===== config.mk =====
export PLATFORM = sky130hd
export DESIGN_NAME = branch_redirect_ctrl
export DESIGN_NICKNAME = d
export VERILOG_FILES = /design/src/rtl/branch_redirect_ctrl_pkg.sv /design/src/rtl/branch_redirect_ctrl_sat.sv /design/src/rtl/branch_redirect_ctrl.sv
export SDC_FILE = /design/constraint.sdc
export NUM_CORES = 1
export LEC_CHECK = 0
export ABC_AREA = 1
export BUFFER_PORTS_ARGS = -buffer_cell sky130_fd_sc_hd__buf_4
export CORE_ASPECT_RATIO = 0.8
export CORE_MARGIN = 1.5
export CORE_UTILIZATION = 53
export DETAILED_ROUTE_END_ITERATION = 10
export PLACE_DENSITY = 0.82
export REMOVE_ABC_BUFFERS = 1
export SLEW_MARGIN = 15
export SYNTH_ARGS = -nofsm -noshare
export SYNTH_HDL_FRONTEND = slang
export SYNTH_SLANG_ARGS = --single-unit

===== constraint.sdc =====
create_clock -name clk -period 2 [get_ports clk]
set_input_delay 0.3 -clock clk [delete_from_list [all_inputs] [get_ports clk]]
set_output_delay 0.3 -clock clk [all_outputs]
set_load 0.01 [all_outputs]

===== src/rtl/branch_redirect_ctrl_pkg.sv =====
// Shared constants for the EX-stage control-hazard sequencer: redirect FSM
// state codes, instruction size and small address helpers.
package branch_redirect_ctrl_pkg;

   localparam int XLEN        = 32;
   localparam int INSTR_BYTES = 4;
   localparam int DRAIN_W     = 3;

   localparam logic [1:0] RD_IDLE  = 2'd0;
   localparam logic [1:0] RD_HOLD  = 2'd1;
   localparam logic [1:0] RD_DRAIN = 2'd2;

   // Control-flow targets must land on an instruction boundary.
   function automatic logic is_misaligned(input logic [1:0] addr_lsb);
      return (addr_lsb != 2'b00);
   endfunction

endpackage


===== src/rtl/branch_redirect_ctrl_sat.sv =====
// Saturating event counter used for the branch and mispredict perf counters;
// sticks at all-ones instead of wrapping.
module sat_counter #(
   parameter int CNT_W = 32
) (
   input  logic             clk,
   input  logic             rst_n,
   input  logic             inc,
   output logic [CNT_W-1:0] count
);

   logic [CNT_W-1:0] count_r;

   // Count up on inc unless already saturated.
   always_ff @(posedge clk or negedge rst_n) begin
      if (!rst_n) begin
         count_r <= '0;
      end else if (inc && !(&count_r)) begin
         count_r <= count_r + {{(CNT_W-1){1'b0}}, 1'b1};
      end else begin
         count_r <= count_r;
      end
   end

   assign count = count_r;

endmodule


===== src/rtl/branch_redirect_ctrl.sv =====
// Control-hazard sequencer behind the EX branch unit: detects mispredicts,
// flushes IF/ID, holds a PC redirect for fetch, trains the predictor, counts.
module branch_redirect_ctrl
   import branch_redirect_ctrl_pkg::*;
#(
   parameter int XLEN         = 32,
   parameter int DRAIN_CYCLES = 1,
   parameter int CNT_W        = 32
) (
   input  logic             clk,
   input  logic             rst_n,
   input  logic             ex_valid,
   input  logic             ex_is_branch,
   input  logic             ex_is_jump,
   input  logic             ex_taken,
   input  logic [XLEN-1:0]  ex_target,
   input  logic [XLEN-1:0]  ex_pc,
   input  logic             ex_pred_taken,
   input  logic [XLEN-1:0]  ex_pred_target,
   input  logic             trap_req,
   input  logic [XLEN-1:0]  trap_vector,
   output logic             redirect_valid,
   output logic [XLEN-1:0]  redirect_pc,
   input  logic             redirect_ready,
   output logic             flush_if,
   output logic             flush_id,
   output logic             stall_ex,
   output logic             misalign_exc,
   output logic [XLEN-1:0]  misalign_addr,
   output logic             bp_update_valid,
   output logic [XLEN-1:0]  bp_update_pc,
   output logic             bp_update_taken,
   output logic [XLEN-1:0]  bp_update_target,
   output logic [CNT_W-1:0] perf_branches,
   output logic [CNT_W-1:0] perf_mispredicts
);

   localparam logic [DRAIN_W-1:0] DRAIN_INIT = DRAIN_W'(DRAIN_CYCLES);

   logic [1:0]         state_r;
   logic [1:0]         state_nxt_s;
   logic [DRAIN_W-1:0] drain_cnt_r;
   logic [DRAIN_W-1:0] drain_cnt_nxt_s;
   logic [XLEN-1:0]    redirect_pc_r;
   logic [XLEN-1:0]    redirect_pc_nxt_s;

   logic               resolve_s;
   logic               misalign_s;
   logic               mispred_s;
   logic               take_redirect_s;
   logic [XLEN-1:0]    actual_pc_s;
   logic               in_hold_s;
   logic               in_drain_s;

   logic               misalign_exc_r;
   logic [XLEN-1:0]    misalign_addr_r;
   logic               bp_valid_r;
   logic [XLEN-1:0]    bp_pc_r;
   logic               bp_taken_r;
   logic [XLEN-1:0]    bp_target_r;

   assign in_hold_s   = (state_r == RD_HOLD);
   assign in_drain_s  = (state_r == RD_DRAIN);

   // EX contents are only looked at when nothing else owns the redirect path.
   assign resolve_s   = ex_valid & (ex_is_branch | ex_is_jump) &
                        (state_r == RD_IDLE) & ~trap_req;
   assign misalign_s  = ex_taken & is_misaligned(ex_target[1:0]);
   assign mispred_s   = (ex_taken != ex_pred_taken) |
                        (ex_taken & (ex_target != ex_pred_target));
   assign actual_pc_s = ex_taken ? ex_target : (ex_pc + XLEN'(INSTR_BYTES));
   assign take_redirect_s = resolve_s & mispred_s & ~misalign_s;

   // Redirect FSM next-state: traps override everything, including drain.
   always_comb begin
      state_nxt_s       = state_r;
      drain_cnt_nxt_s   = drain_cnt_r;
      redirect_pc_nxt_s = redirect_pc_r;
      if (trap_req) begin
         state_nxt_s       = RD_HOLD;
         drain_cnt_nxt_s   = {DRAIN_W{1'b0}};
         redirect_pc_nxt_s = trap_vector;
      end else begin
         case (state_r)
            RD_IDLE: begin
               if (take_redirect_s) begin
                  state_nxt_s       = RD_HOLD;
                  redirect_pc_nxt_s = actual_pc_s;
               end else begin
                  state_nxt_s       = RD_IDLE;
               end
            end
            RD_HOLD: begin
               if (redirect_ready) begin
                  if (DRAIN_INIT == {DRAIN_W{1'b0}}) begin
                     state_nxt_s     = RD_IDLE;
                     drain_cnt_nxt_s = {DRAIN_W{1'b0}};
                  end else begin
                     state_nxt_s     = RD_DRAIN;
                     drain_cnt_nxt_s = DRAIN_INIT;
                  end
               end else begin
                  state_nxt_s = RD_HOLD;
               end
            end
            RD_DRAIN: begin
               if (drain_cnt_r <= {{(DRAIN_W-1){1'b0}}, 1'b1}) begin
                  state_nxt_s     = RD_IDLE;
                  drain_cnt_nxt_s = {DRAIN_W{1'b0}};
               end else begin
                  drain_cnt_nxt_s = drain_cnt_r - {{(DRAIN_W-1){1'b0}}, 1'b1};
               end
            end
            default: begin
               state_nxt_s     = RD_IDLE;
               drain_cnt_nxt_s = {DRAIN_W{1'b0}};
            end
         endcase
      end
   end

   // FSM state, drain counter and held redirect address.
   always_ff @(posedge clk or negedge rst_n) begin
      if (!rst_n) begin
         state_r       <= RD_IDLE;
         drain_cnt_r   <= {DRAIN_W{1'b0}};
         redirect_pc_r <= {XLEN{1'b0}};
      end else begin
         state_r       <= state_nxt_s;
         drain_cnt_r   <= drain_cnt_nxt_s;
         redirect_pc_r <= redirect_pc_nxt_s;
      end
   end

   // Misalignment exception and predictor-training pulses, one cycle after resolve.
   always_ff @(posedge clk or negedge rst_n) begin
      if (!rst_n) begin
         misalign_exc_r  <= 1'b0;
         misalign_addr_r <= {XLEN{1'b0}};
         bp_valid_r      <= 1'b0;
         bp_pc_r         <= {XLEN{1'b0}};
         bp_taken_r      <= 1'b0;
         bp_target_r     <= {XLEN{1'b0}};
      end else begin
         misalign_exc_r <= resolve_s & misalign_s;
         bp_valid_r     <= resolve_s & ~misalign_s;
         if (resolve_s & misalign_s) begin
            misalign_addr_r <= ex_target;
         end else begin
            misalign_addr_r <= misalign_addr_r;
         end
         if (resolve_s & ~misalign_s) begin
            bp_pc_r     <= ex_pc;
            bp_taken_r  <= ex_taken;
            bp_target_r <= ex_target;
         end else begin
            bp_pc_r     <= bp_pc_r;
            bp_taken_r  <= bp_taken_r;
            bp_target_r <= bp_target_r;
         end
      end
   end

   sat_counter #(.CNT_W(CNT_W)) u_branch_cnt (
      .clk   (clk),
      .rst_n (rst_n),
      .inc   (resolve_s),
      .count (perf_branches)
   );

   sat_counter #(.CNT_W(CNT_W)) u_mispred_cnt (
      .clk   (clk),
      .rst_n (rst_n),
      .inc   (take_redirect_s),
      .count (perf_mispredicts)
   );

   // Flushes assert in the detecting cycle so the wrong-path fetch dies at once.
   assign flush_if         = in_hold_s | in_drain_s | take_redirect_s | trap_req;
   assign flush_id         = in_hold_s | take_redirect_s | trap_req;
   assign stall_ex         = in_hold_s;
   assign redirect_valid   = in_hold_s;
   assign redirect_pc      = redirect_pc_r;
   assign misalign_exc     = misalign_exc_r;
   assign misalign_addr    = misalign_addr_r;
   assign bp_update_valid  = bp_valid_r;
   assign bp_update_pc     = bp_pc_r;
   assign bp_update_taken  = bp_taken_r;
   assign bp_update_target = bp_target_r;

endmodule


; Word level (Yosys, flattened, before mapping)
; Index checks and enable logic that the tools add are counted.
[word_totals]
ramBits = 0
latch_bits = 0
regBits = 200
mem_count = 0
word_cells = 66
in_bits = 137
romBits = 0
out_inout_bits = 199
[classes]
mul = 0
shifts = 0
mux = 13
div_mod_pow = 0
n_reduce_logical = 12
add_sub_neg = 4
eq_ne = 7
bitwise = 18
n_lt_le_gt_ge = 1
[ops]
columns = op, n
row1 = $mux 32, 4
row2 = $add 32x1->32 const B, 2
row3 = $reduce_and 32->1, 2
row4 = $add 32x3->32 const B, 1
row5 = $ne 32x32->1, 1
row6 = $and 1x1->1, 9
row7 = $mux 3, 3
row8 = $pmux 3 s3, 1
row9 = $or 1x1->1, 7
row10 = $mux 2, 3
row11 = $pmux 2 s3, 1
row12 = $reduce_bool 2->1, 3
row13 = $reduce_and 2->1, 2
row14 = $le 3x1->1 const B, 1
row15 = $ne 3x2->1 const B, 1
row16 = $ne 3x3->1 const B, 1
row17 = $sub 3x1->3 const B, 1
row18 = $eq 2x1->1 const B, 1
row19 = $eq 2x2->1 const B, 1
row20 = $logic_and 1x1->1, 2
row21 = $logic_not 1->1, 2
row22 = $logic_not 2->1, 1
row23 = $ne 2x2->1 const B, 1
row24 = $not 1->1, 2
row25 = other kinds (2), 2

; Depth between registers and ports, before layout
; Gate-level depths: netlist of the first run.
[logic_depth]
depth_word = 9
ltp_mapped = 14
ltp_nobuf = 13

; Cells and area by module
; Synthesis of the first run repeated with hierarchy kept, for this count alone.
[unflattened]
hier_cells = 1699
area_unflattened_um2 = 11656.2
[by_module_without_submodules]
columns = module, area_each_um2, seq_area_each_um2, n_inst, cells_per_inst
row1 = branch_redirect_ctrl, 7369.6, 3403.3, 1, 1017
row2 = sat_counter, 2143.3, 800.8, 2, 341

; Least setup slack after synthesis of the first run
; No wires, ideal clock.
[synth_path]
path_type = register to output
start = register state_r[0]
end = output port flush_id
required_ns = 1.700
slack_ns = 0.095
n_path_buf = 0
arrival_ns = 1.605
path_stages_with_launch = 11
path_cell_list = dfrtp_1 -> inv_1 -> ha_1 -> inv_1 -> nor4_4 -> nand2_4 -> nor2_4 -> nand2_2 -> nand2_4 -> inv_1 -> nand2_1
[synth_between]
elab_chain_cells = 7
elab_cells_between_ends = 8
cone_classes = eq/ne: 1 / bitwise: 6 / reduce/logical: 1
[synth_rtl]
columns = element, line_no
row1 = start: declaration, branch_redirect_ctrl.sv:40  ; logic [1:0] state_r;
row2 = start signal: assignment, branch_redirect_ctrl.sv:129  ; state_r <= state_nxt_s;
row3 = $logic_not 2->1, branch_redirect_ctrl.sv:67  ; (state_r == RD_IDLE) & ~trap_req;
row4 = $and 1x1->1, branch_redirect_ctrl.sv:66  ; assign resolve_s = ex_valid & (ex_is_branch | ex_is_jump) &
row5 = $and 1x1->1, branch_redirect_ctrl.sv:67
row6 = $and 1x1->1 (2 in a row), branch_redirect_ctrl.sv:72  ; assign take_redirect_s = resolve_s & mispred_s & ~misalign_s;
row7 = $or 1x1->1 (*) (2 in a row), branch_redirect_ctrl.sv:180  ; assign flush_id = in_hold_s | take_redirect_s | trap_req;
row8 = end: declaration, branch_redirect_ctrl.sv:26  ; output logic flush_id,
; Mark *: on every way between the ends. The rest lies on a longest branch, timed or not.

; Worst setup path in the final report of the first run
[layout_path]
start = register state_r[1]
end = output port flush_if
[layout_between]
elab_chain_cells = 7
elab_cells_between_ends = 10
cone_classes = eq/ne: 2 / bitwise: 7 / reduce/logical: 1
[layout_rtl]
columns = element, line_no
row1 = $logic_not 2->1, branch_redirect_ctrl.sv:67
row2 = $and 1x1->1, branch_redirect_ctrl.sv:66
row3 = $and 1x1->1, branch_redirect_ctrl.sv:67
row4 = $and 1x1->1 (2 in a row), branch_redirect_ctrl.sv:72
row5 = $or 1x1->1 (*) (2 in a row), branch_redirect_ctrl.sv:179  ; assign flush_if = in_hold_s | in_drain_s | take_redirect_s | trap_req;
row6 = end: declaration, branch_redirect_ctrl.sv:25  ; output logic flush_if,
; Marked as above.

==> results of run 1 <==
## cells in the mapped netlist, drive strengths merged
cell type	count	area, sq um
a21oi	3	15.0
nand3	109	563
nor3b	3	22.5
clkinv	2	7.51
ha	8	100
a31oi	2	12.5
nand3b	3	22.5
nor2	119	459
inv	176	661
xnor2	24	210
nand4	18	119
a21boi	1	7.51
buf	33	189
or2	2	12.5
nor3	34	180
o22ai	1	6.26
dfrtp	200	5000
xor2	49	429
clkbuf	23	86.3
nor4	3	33.8
nand2	586	2220
o211ai	3	22.5
o21ai	180	901
## logic make-up (layout without fill, tap and decap cells)
kind of cell	count (synthesis)	count (layout)	synth area share, %
simple gates	877	877	32.2
buf+inv	234	628	8.36
flops	200	200	44.4
compound gates	190	190	8.55
xor+xnor	73	73	5.67
fa+ha+maj	8	8	0.887
other cells	0	1	0
## cells in the final DEF (no fill, tap or decap), types with 7 or more instances in the layout
master | netlist | routed
o21ai_1 | 45 | 45
xor2_1 | 49 | 49
ha_1 | 8 | 7
clkbuf_16 | 0 | 18
nand2_1 | 582 | 579
buf_4 | 5 | 403
inv_1 | 173 | 169
nand4_1 | 17 | 17
dfrtp_1 | 200 | 199
o21ai_0 | 135 | 135
xnor2_1 | 24 | 24
nor2_1 | 116 | 115
nand3_1 | 107 | 106
nor3_1 | 32 | 29
## per-stage QoR
step | instances | setup TNS, ps
floorplan | 1526 | -47490
global placement | 2198 | -14080
detailed placement | 2198 | -10760
CTS | 2239 | -646
global route | 2246 | -1720
finish | 2246 | -525
## final timing paths
| path | start | endpoint | cells past startpoint |
|---|---|---|---|
| worst max-delay path | state_r[1]$_DFFE_PN0P_ | flush_if | 11 |
| worst min-delay path | ex_pc[8] | bp_update_pc[8]$_DFFE_PN0P_ | 3 |
| worst max register to register | state_r[1]$_DFFE_PN0P_ | redirect_pc[2]$_DFFE_PN0P_ | 11 |
| worst min register to register | bp_update_target[15]$_DFFE_PN0P_ | bp_update_target[15]$_DFFE_PN0P_ | 2 |
| max in group asynchronous | rst_n | bp_update_pc[0]$_DFFE_PN0P_ | 3 |
| min in group asynchronous | rst_n | bp_update_target[18]$_DFFE_PN0P_ | 2 |
## power by group
group / total, uW / leakage [uW] / switching (uW) / internal (uW)
combinational: 3900 / 0.00500 / 2050 / 1860
sequential: 5380 / 0.00257 / 553 / 4830
clock: 3510 / 0.000283 / 1800 / 1710
total: 12800 / 0.00785 / 4400 / 8390
## final cells by class
type                            count  share of cell area [%]
Timing Repair inverter              1                  0.0572
Antenna cell                        1                  0.0164
Timing Repair Buffer              417                    21.4
Clock buffer                       18                    2.87
Multi-Input combinational cell   1148                    35.3
Tap cell                          269                    2.20
Inverter                          178                    4.51
Clock inverter                     14                    1.01
Sequential cell                   200                    32.7
## flip-flops by register name, summed over array words and instances (netlist names)
name	cells
u_branch_cnt.count	32
bp_update_taken	1
redirect_pc	32
misalign_addr	32
state_r	2
bp_update_valid	1
bp_update_pc	32
bp_update_target	32
u_mispred_cnt.count	32
drain_cnt_r	3
misalign_exc	1
## timing repair
action	4_1_cts	5_1_grt
cloned	0	2
pin swaps	4	4
hold endpoints to repair	47	0
gates resized for setup	13	16
hold buffers	1	0
buffers inserted	8	4
setup endpoints to repair	75	125
## tightest hold or removal path: cells and delay by family
kind | cells | cell delay [ps]
buffers and inverters | 1 | 110
AND/OR/NAND/NOR | 2 | 110
## metal layers
layer,global-route usage (%),up-vias,share of wire [%]
met3,7.31,76,10
met2,54.1,634,44
met4,14.7,0,3.6
met5,0,-,0
met1,48.0,5518,42
li1,-,5731,-
==> impl_metrics.env, run 1 <==
export IMPL_path_class="register to output port"
export IMPL_violations="negative setup slack"
export IMPL_total_power_uw=12800
export IMPL_fin_crit_ps=2270
export IMPL_fmax_ghz=0.441
export IMPL_crit_buf_inv=4
export IMPL_grt_max_degree=125
export IMPL_ant_nets=0
export IMPL_die_area_sq_um=22200
export IMPL_regArea_sq_um=5010
export IMPL_insertion_delay_ps=450
export IMPL_grt_pass1_vias=11300
export IMPL_netlist_instances=1582
export IMPL_io_pins=336
export IMPL_p_per_area_nw_per_um2=836
export IMPL_worstPathArrival_ps=1970
export IMPL_path_clk_slew_ps=80
export IMPL_hp_class="input pin to register"
export IMPL_dp_slack_ps=-215
export IMPL_dr_pass1_iters=5
export IMPL_rsz0062_at_grt="true"
export IMPL_whs_ps=103
export IMPL_synth_cell_area_sq_um=11300
export IMPL_worstPathCellList="inv_2 -> ha_4 -> inv_4 -> nor4_4 -> nand2_4 -> nor2_4 -> nand2_2 -> nand2_4 -> inv_4 -> nand2_2 -> buf_6"
export IMPL_final_layout_size_suffix_gt1_share_pct=24.4
export IMPL_end_kind="output port"
export IMPL_multi_input_area_sq_um=5400
export IMPL_coreArea_sq_um=20800
export IMPL_yosysWarningCount=0
export IMPL_cp_top_family="simple AND/OR/NAND/NOR gates"
export IMPL_synth_cell_type_count=37
export IMPL_via_per_inst=5.32
export IMPL_fin_area_sq_um=15300
export IMPL_worst_path_max_fanout=2
export IMPL_ir_drop_uv=594
export IMPL_fin_ws_ps=-267
export IMPL_final_nets=2108
export IMPL_fin_crit_sh_pct=113
export IMPL_portBuffers=335
export IMPL_gp_congestion=0.923
export IMPL_fin_skew_ps=15.6
export IMPL_p_leak_uw=0.00785
export IMPL_h_tree_depth=4
export IMPL_cts_tree="yes"
export IMPL_cts_buffer_depth=2
export IMPL_dp_hpwl_mm=29.2
export IMPL_ys_ff_latch=200
export IMPL_fin_util_pct=73.7
export IMPL_vias=12000
export IMPL_grt_antenna_before_repair=1
export IMPL_reg2reg_setup_slack_ps=40
export IMPL_hold_viol_final=0
export IMPL_synth_seq_area_share_pct=44.4
export IMPL_grt_use_total_pct=34.9
export IMPL_worst_pin_slew_ps=477
export IMPL_cp_data_required_time_ps=1700
export IMPL_drv_cap=0
export IMPL_slew_viol_final=0
export IMPL_syn_to_final_growth_pct=35.6
export IMPL_status="finished with violations"
export IMPL_drt_iter0_drc=1062
export IMPL_grt_ovfl_total=0
export IMPL_wl_per_cell_um=17.5
export IMPL_wl_mm=39.3
export IMPL_die_w_um=166
export IMPL_rows=47
export IMPL_start_kind="register"
export IMPL_cpMaxStageDelayCell="dfrtp_1"
export IMPL_postSynthAreaPerCell_sq_um=7.13
export IMPL_die_h_um=134
export IMPL_grt_pass1_wl_mm=60.8
export IMPL_initial_core_util_pct=54.4
export IMPL_numCtsBuffers=17
export IMPL_final_setup_viol_count=2
export IMPL_fillers=1701
export IMPL_critPathMaxStageDelay_ps=410
export IMPL_cts_sinks=200
export IMPL_dpl_cell_area_sq_um=14500
export IMPL_drc_errors=0
export IMPL_cts_root_buffer="clkbuf_16"
export IMPL_slew_headroom_pct=68.2
Note: power is estimated with default switching activity, not from simulation.
==> run 2, diff against run 1 <==
- TNS_END_PERCENT: not set -> 20
==> run 2 against run 1 <==
The flow still finishes with violations (negative setup slack); cell area hardly changed; highest routed layer unchanged; register-to-register slack barely moved; core utilization barely moved; non-clock buffer count shrank 1; sequential power barely moved; die area did not move; first-iteration DRC count increased by 3.1%; critical path type unchanged.
==> impl_metrics.env, run 2 (synthesis results as in run 1) <==
export IMPL_status="finished with violations"
export IMPL_violations="negative setup slack"
export IMPL_fmax_ghz=0.442
export IMPL_io_pins=336
export IMPL_grt_pass1_vias=11300
export IMPL_rows=47
export IMPL_numCtsBuffers=17
export IMPL_worstPathArrival_ps=1960
export IMPL_portBuffers=335
export IMPL_start_kind="register"
export IMPL_p_int_uw=8390
export IMPL_grt_ovfl_total=0
export IMPL_worstPathCellList="inv_2 -> ha_4 -> inv_4 -> nor4_4 -> nand2_4 -> nor2_4 -> nand2_2 -> nand2_4 -> inv_4 -> nand2_2 -> buf_6"
export IMPL_crit_buf_inv=4
export IMPL_fin_util_pct=73.7
export IMPL_syn_to_final_growth_pct=35.6
export IMPL_p_sw_uw=4410
export IMPL_end_kind="output port"
export IMPL_vias=12000
export IMPL_whs_ps=94.2
export IMPL_comb_power_share_pct=30.4
export IMPL_final_layout_size_suffix_gt1_share_pct=24.5
export IMPL_drt_iter0_drc=1095
export IMPL_fin_skew_ps=13.5
export IMPL_path_clk_slew_ps=80
export IMPL_drc_errors=0
export IMPL_final_cell_mix="579 x nand2_1, 401 x buf_4, 199 x dfrtp_1"
export IMPL_ir_drop_uv=594
export IMPL_die_area_sq_um=22200
export IMPL_cpMaxStageDelayCell="dfrtp_1"
export IMPL_wl_mm=39.3
export IMPL_coreArea_sq_um=20800
export IMPL_worst_path_max_fanout=2
export IMPL_fin_crit_sh_pct=113
export IMPL_wl_per_cell_um=17.5
export IMPL_dp_cells=2198
export IMPL_grt_max_degree=125
export IMPL_slew_headroom_pct=68.3
export IMPL_final_setup_viol_count=2
export IMPL_final_nets=2107
export IMPL_cts_sinks=200
export IMPL_cts_tree="yes"
export IMPL_power_frac_seq_pct=42.0
export IMPL_netSwitchingFraction_pct=34.5
export IMPL_p_leak_uw=0.00785
export IMPL_total_power_uw=12800
export IMPL_final_cells=2245
export IMPL_worst_pin_slew_ps=476
export IMPL_dr_pass1_iters=5
export IMPL_cp_top_family="simple AND/OR/NAND/NOR gates"
export IMPL_drv_cap=0
export IMPL_cts_buffer_depth=2
export IMPL_rsz0062_at_grt="true"
export IMPL_initial_core_util_pct=54.4
export IMPL_dp_hpwl_mm=29.2
export IMPL_h_tree_depth=4
export IMPL_via_per_inst=5.33
export IMPL_die_w_um=166
export IMPL_critPathMaxStageDelay_ps=400
export IMPL_hold_viol_final=0
export IMPL_grt_pass1_wl_mm=60.8
export IMPL_cts_root_buffer="clkbuf_16"
export IMPL_hp_class="input pin to register"
export IMPL_cp_data_required_time_ps=1700
export IMPL_p_per_area_nw_per_um2=837
export IMPL_insertion_delay_ps=450
export IMPL_path_class="register to output port"
export IMPL_clkPwrFrac_pct=27.6
export IMPL_die_h_um=134
export IMPL_grt_use_total_pct=34.9
export IMPL_ant_nets=0
export IMPL_fin_ws_ps=-264
export IMPL_grt_antenna_before_repair=1
export IMPL_fin_crit_ps=2260
export IMPL_mostFrequentLayoutCell="nand2_1"
export IMPL_fillers=1709
export IMPL_slew_viol_final=0
export IMPL_gp_congestion=0.923
## run 2: cell count changes in the layout (fill, tap and decap cells not counted)
cell	previous run	this run
buf_4	403	401
buf_6	4	5
nor2_1	115	114
nor2_2	2	3
## run 2: worst reg2reg max path: cells and delay by family (launching register included)
kind                     cells  cell delay [ps]
adder cells (fa/ha/maj)      1              140
buffers and inverters        3              490
flip-flops                   1              400
AND/OR/NAND/NOR              7              850
## run 2: power groups by stage
stage / registers, uW / logic [uW] / clock network (uW)
CTS: 5360 / 3870 / 3530
finish: 5380 / 3900 / 3530
detailed placement: 5420 / 3830 / 0
global placement: 5410 / 3720 / 0
floorplan: 5750 / 1130 / 0
global route: 5460 / 4240 / 3680
## run 2: area by class of cell
| class | instances | area (sq um) | area share, % |
|---|---|---|---|
| repair inverters | 1 | 8.76 | 0.0573 |
| clock inverters | 14 | 155 | 1.01 |
| flip-flops and latches | 200 | 5010 | 32.7 |
| multi-input cells | 1148 | 5400 | 35.3 |
| clock buffers | 18 | 439 | 2.87 |
| inverters | 178 | 689 | 4.51 |
| diodes | 1 | 2.50 | 0.0164 |
| well taps | 269 | 337 | 2.20 |
| repair buffers | 416 | 3260 | 21.3 |
## run 2: routing by layer
metal	vias up	GRT usage, %	share of wire, %
met4	0	14.7	3.9
li1	5724	-	-
met1	5523	48.0	42
met3	87	7.31	9.8
met5	-	0	0
met2	636	54.1	44
## run 2: metrics by stage
stage | instance area, sq um | TNS (ps) | setup slack, ps
final | 15300 | -522 | -264
after global routing | 15300 | -1900 | -359
after CTS | 15200 | -646 | -329
after detailed placement | 14500 | -10760 | -215
after global placement | 14500 | -14080 | -274
after floorplan | 11000 | -47490 | -885
## run 2: what timing repair did
item                                    in CTS  in global routing
gates cloned                                 0                  2
hold endpoints to repair                    47                  0
hold buffers                                 1                  0
endpoints found under the setup margin      75                125
buffers inserted                             8                  3
resized for setup                           13                 18
pin swaps                                    4                  5
## run 2: path summary, 6_finish.rpt
| path | from | to | slack (ps) | cells past startpoint |
|---|---|---|---|---|
| max | state_r[0]$_DFFE_PN0P_ | flush_if | -260 | 11 |
| min | ex_pc[1] | bp_update_pc[1]$_DFFE_PN0P_ | 90 | 3 |
| max reg2reg | state_r[0]$_DFFE_PN0P_ | redirect_pc[2]$_DFFE_PN0P_ | 50 | 11 |
| min reg2reg | bp_update_target[15]$_DFFE_PN0P_ | bp_update_target[15]$_DFFE_PN0P_ | 490 | 2 |
| max in group asynchronous | rst_n | bp_update_pc[0]$_DFFE_PN0P_ | 990 | 3 |
| min in group asynchronous | rst_n | bp_update_target[18]$_DFFE_PN0P_ | 380 | 2 |
